**config.mk**
```make
export PLATFORM = sky130hd
export DESIGN_NAME = uart_rx
export DESIGN_NICKNAME = d
export VERILOG_FILES = /design/src/rtl/uart_rx.sv
export SDC_FILE = /design/constraint.sdc
export NUM_CORES = 1
export LEC_CHECK = 0
export CORE_MARGIN = 2
export CORE_UTILIZATION = 35
export CTS_BUF_LIST = sky130_fd_sc_hd__clkbuf_4 sky130_fd_sc_hd__clkbuf_8 sky130_fd_sc_hd__clkbuf_16
export DETAILED_ROUTE_END_ITERATION = 8
export GPL_ROUTABILITY_DRIVEN = 0
export SLEW_MARGIN = 20
export SYNTH_ARGS = -nofsm -noshare
export SYNTH_HDL_FRONTEND = slang
export SYNTH_SLANG_ARGS = --single-unit
```
**constraint.sdc**
```tcl
create_clock -name clk -period 5.1 [get_ports clk]
set_clock_uncertainty 0.1 [all_clocks]
set_input_delay 1.02 -clock clk [delete_from_list [all_inputs] [get_ports clk]]
set_output_delay 1.02 -clock clk [all_outputs]
set_load 0.02 [all_outputs]
```
**src/rtl/uart_rx.sv**
```systemverilog
// 8N1 UART receiver (8E1 when UART_RX_PARITY_EN is defined): synchronises rx, samples each bit at mid-period.
// Latency: start-bit falling edge to rx_dout_vld = 3 + HALF_CNT + 9*BIT_CNT_MAX + 1 clocks (8N1).
// No backpressure: rx_dout_vld is a single-cycle pulse the consumer must take; rx_dout holds until the next byte.
module uart_rx #(
    parameter int CLK_FREQ = 50_000_000,
    parameter int BAUD     = 115200
) (
    input  logic       clk,
    input  logic       rst,
    input  logic       rx,
    output logic [7:0] rx_dout,
    output logic       rx_dout_vld,
    output logic       busy,
    output logic       frame_err,
    output logic       parity_err
);

    localparam int BIT_CNT_MAX = CLK_FREQ / BAUD;
    localparam int HALF_CNT    = BIT_CNT_MAX / 2;
    localparam int CNT_W       = $clog2(BIT_CNT_MAX);
    localparam logic [CNT_W-1:0] CNT_LAST = CNT_W'(BIT_CNT_MAX - 1);
    localparam logic [CNT_W-1:0] CNT_HALF = CNT_W'(HALF_CNT);

`ifdef UART_RX_PARITY_EN
    typedef enum logic [2:0] {IDLE, START, DATA, PARITY, STOP} state_t;
`else
    typedef enum logic [1:0] {IDLE, START, DATA, STOP} state_t;
`endif

    state_t           state;
    state_t           state_nxt;
    logic             rx_s1;
    logic             rx_s2;
    logic             rx_s3;
    logic             fall;
    logic [CNT_W-1:0] bit_cnt;
    logic             cnt_last;
    logic             cnt_clr;
    logic [2:0]       data_idx;
    logic [7:0]       shift_reg;
    logic             shift_en;
    logic             stop_smp;
`ifdef UART_RX_PARITY_EN
    logic             par_smp;
    logic             par_bit;
`endif

    // Two-flop synchroniser plus one delay flop for falling-edge detection; idles high.
    always_ff @(posedge clk) begin
        if (rst) begin
            rx_s1 <= 1'b1;
            rx_s2 <= 1'b1;
            rx_s3 <= 1'b1;
        end else begin
            rx_s1 <= rx;
            rx_s2 <= rx_s1;
            rx_s3 <= rx_s2;
        end
    end

    assign fall     = rx_s3 & ~rx_s2;
    assign cnt_last = (bit_cnt == CNT_LAST);
    assign busy     = (state != IDLE);

    // State register.
    always_ff @(posedge clk) begin
        if (rst) begin
            state <= IDLE;
        end else begin
            state <= state_nxt;
        end
    end

    // Next-state and per-cycle strobes; START realigns the counter so later samples land mid-bit.
    always_comb begin
        state_nxt = state;
        cnt_clr   = 1'b0;
        shift_en  = 1'b0;
        stop_smp  = 1'b0;
`ifdef UART_RX_PARITY_EN
        par_smp   = 1'b0;
`endif
        case (state)
            IDLE: begin
                if (fall) begin
                    state_nxt = START;
                    cnt_clr   = 1'b1;
                end
            end
            START: begin
                if (bit_cnt == CNT_HALF) begin
                    cnt_clr   = 1'b1;
                    state_nxt = rx_s2 ? IDLE : DATA;
                end
            end
            DATA: begin
                if (cnt_last) begin
                    shift_en = 1'b1;
                    if (data_idx == 3'd7) begin
`ifdef UART_RX_PARITY_EN
                        state_nxt = PARITY;
`else
                        state_nxt = STOP;
`endif
                    end
                end
            end
`ifdef UART_RX_PARITY_EN
            PARITY: begin
                if (cnt_last) begin
                    par_smp   = 1'b1;
                    state_nxt = STOP;
                end
            end
`endif
            STOP: begin
                if (cnt_last) begin
                    stop_smp  = 1'b1;
                    state_nxt = IDLE;
                end
            end
            default: state_nxt = IDLE;
        endcase
    end

    // Bit-period counter: held at zero in IDLE, cleared on realignment, wraps every bit period.
    always_ff @(posedge clk) begin
        if (rst || state == IDLE || cnt_clr || cnt_last) begin
            bit_cnt <= '0;
        end else begin
            bit_cnt <= bit_cnt + 1'b1;
        end
    end

    // Data bit index: only advances while collecting data bits.
    always_ff @(posedge clk) begin
        if (rst || state != DATA) begin
            data_idx <= 3'd0;
        end else if (shift_en) begin
            data_idx <= data_idx + 3'd1;
        end
    end

    // Capture data bits LSB first.
    always_ff @(posedge clk) begin
        if (rst) begin
            shift_reg <= 8'h00;
        end else if (shift_en) begin
            shift_reg[data_idx] <= rx_s2;
        end
    end

`ifdef UART_RX_PARITY_EN
    // Capture the received parity bit and flag an even-parity mismatch alongside the stop-bit decision.
    always_ff @(posedge clk) begin
        if (rst) begin
            par_bit    <= 1'b0;
            parity_err <= 1'b0;
        end else begin
            if (par_smp) begin
                par_bit <= rx_s2;
            end
            parity_err <= stop_smp & (par_bit ^ (^shift_reg));
        end
    end
`else
    assign parity_err = 1'b0;
`endif

    // Deliver the byte on a good stop bit, otherwise pulse frame_err and keep the previous byte.
    always_ff @(posedge clk) begin
        if (rst) begin
            rx_dout     <= 8'h00;
            rx_dout_vld <= 1'b0;
            frame_err   <= 1'b0;
        end else begin
            rx_dout_vld <= 1'b0;
            frame_err   <= 1'b0;
            if (stop_smp) begin
                if (rx_s2) begin
                    rx_dout     <= shift_reg;
                    rx_dout_vld <= 1'b1;
                end else begin
                    frame_err <= 1'b1;
                end
            end
        end
    end

endmodule

```
==> metrics <==
Syn. warnings=0; Core Footprint=4060 um^2; Reg clk slew, reported paths=0.07 ns; Internal=0.386 mW; Total Wirelength=2710 um; cts hold-fix bufs=0; total global routing overflow=0; sequential share of power=56.9%; outcome=completed; worst min path class=flop to flop; WL per Instance=12.1 um; detailed router's first-iteration violation count=49; dpl cell area=1640 um^2; vias in the first global route=1,094; Net Sw Frac=20.8%; Startpoint Class=flop; Pre-antenna DRT Iters=4; Die ar.=4820 um^2; Worst Path Arrival=1.50 ns; fin crit share=51.3%; crit-path cells=inv_1 > nand2_1 > clkdlybuf4s50_1; Setup CP Type=flop to primary output; total number of vias=1,153; P_leak=0.545 nW; post-route ant nets=0; Clock Power Share=40.8%; Post-Syn Area=1500 um^2; Seq/Total Area, Yosys=46.7%; DRC violations left=0; CTS max path bufs=2; # setup viols final=0; first-pass GRT wire length=4860 um; P_sw=0.101 mW; die width=69.4 um; CTS Buf Count=5; Crit Path Max Fanout=5; Area growth syn-to-layout=15.4%; pin count of the biggest net entering global routing=28; all-layer global routing usage=12.4%; fin crit period=2.62 ns; Logic pwr share=2.4%; H-tree level count=2; CTS resizes=0; RSZ-0062 raised after global routing=false; worst hold slack=0.312 ns; # Post-CTS Setup Buffers=0; slowest CP cell=clkdlybuf4s50_1; Clock Sinks=35; CP Capture Type=primary output; max reg flops=9; average size of a mapped cell=9.14 um^2; root buf cell=clkbuf_8; Fmax=0.382 GHz; # diodes=0; Syn Nets=171; worst skew pair latency=0.28 ns; initial antenna violation count=0; Yosys cell types=33; Yosys reg bits=35; Final Hold Fails=0; Pwr Density=281 nW/um^2; IO buf count=13; Core Rows=23; reg2reg path depth=5; Peak VDD IR=0.147 mV; Die Y=69.4 um; layout cell share with drive strength beyond 1=8.09%; dpl hpwl=1910 um; TritonCTS clock tree=yes; Final Instance Area=1730 um^2; total negative slack=0 ns; initial core utilization=36.9%; Syn Inst Count=164; fin nets=179; peak per-stage delay on the critical path=0.60 ns; # IOs=15; Max Slew Vio Count=0; Worst Hold Depth=1; slew margin rel.=42.2%; Avg Vias per Cell=5.17; Max-Cap Viols=0; Worst-Margin Slew=0.864 ns; CP required=3.98 ns
## power by group through the flow
stage          clock network, mW  registers (mW)  logic, mW
3_5_place_dp                   0           0.283     0.0115
5_1_grt                    0.214           0.277     0.0127
6_report                   0.199           0.277     0.0115
2_1_floorplan                  0           0.282    0.00948
4_1_cts                    0.203           0.277     0.0116
3_3_place_gp                   0           0.283     0.0112
## stage by stage
stage	total power, mW	util (%)	worst slack (ns)	std cells
floorplan	0.292	-	3.09	164
global placement	0.294	40.5	2.31	215
detailed placement	0.295	40.5	2.27	215
CTS	0.492	42.6	2.48	223
global route	0.504	42.6	2.37	223
finish	0.487	42.6	2.48	223
## Yosys cell counts
master     number  share of area (%)
o21ai_0         4                1.3
nand4bb_1       1               0.75
inv_1           5                1.3
nand3_1         9                3.0
nand2_1         4                1.0
nand2b_1        7                2.9
clkbuf_1       10                2.5
or2_2           4                1.7
nand3b_1        1               0.50
or4_4           1               0.75
a311oi_1        1               0.58
or4_1           1               0.50
nand4_1         2               0.83
or2_0           1               0.42
dfxtp_1        35                 47
nand4b_1        2                1.2
ha_1            4                3.3
xnor2_1         5                2.9
a211o_1         1               0.58
nor3_1          9                3.0
xor2_1          3                1.8
a21oi_1         7                2.3
buf_2           1               0.33
nor3_2          1               0.67
nor4_1          4                1.7
o31ai_1         1               0.50
nor2_1         21                5.3
a211oi_1        1               0.50
o41ai_1         3                1.8
conb_1          1               0.25
buf_4           1               0.50
mux2i_1        12                8.0
or4b_1          1               0.67
## per-layer routing
metal | track usage, % | part of all wire, % | vias to the layer above
li1 | - | - | 585
met1 | 15.5 | 49 | 540
met2 | 19.2 | 44 | 23
met3 | 4.51 | 4.8 | 5
met4 | 5.23 | 2.1 | 0
met5 | 0 | 0 | -
## kinds of logic (layout without fill, tap and decap cells)
kind of cell / count (synthesis) / count (layout) / synth area share, %
and+or+nand+nor: 69 / 69 / 24.8
AOI/OAI and AO/OA: 18 / 18 / 7.60
other: 1 / 1 / 0.250
DFF: 35 / 35 / 46.7
buffers and inverters: 17 / 26 / 4.59
muxes: 12 / 12 / 8.01
adders and majority gates: 4 / 4 / 3.34
xor gates and xnor gates: 8 / 8 / 4.67
## layout by cell type, fill, tap and decap left out, types with 2 or more instances in the layout
cell type	instances
clkbuf_4	2
xnor2_1	5
o21ai_0	4
dfxtp_1	35
nand3_1	9
clkbuf_8	5
nand2b_1	7
o41ai_1	3
xor2_1	3
nor3_1	9
nor2_1	21
nor4_1	4
a21oi_1	7
nand4_1	2
or2_2	4
clkdlybuf4s50_1	13
inv_1	5
nand4b_1	2
ha_1	4
mux2i_1	12
nand2_1	4
## area by class of cell
cell class / instances / area [um^2]
clock buffers: 7 / 83.8
clock inverters: 1 / 5.00
fillers: 403 / 2330
inverters: 5 / 18.8
multi-input cells: 112 / 729
flip-flops and latches: 35 / 701
well taps: 50 / 62.6
repair buffers: 13 / 130
## worst max-delay path: cells and delay by family, from the launching register on
family	cells	cell delay, ns
buffers and inverters	2	0.73
DFF	1	0.40
and+or+nand+nor	1	0.09
## worst paths after layout
check / end / start / slack (ns)
hold reg to reg: rx_s2 / rx_s1 / 0.31
hold / removal: rx_s2 / rx_s1 / 0.31
setup reg to reg: shift_reg[0] / bit_cnt[0] / 2.88
setup / recovery: busy / flop / 2.48
Power figures use the tool's default switching activity.
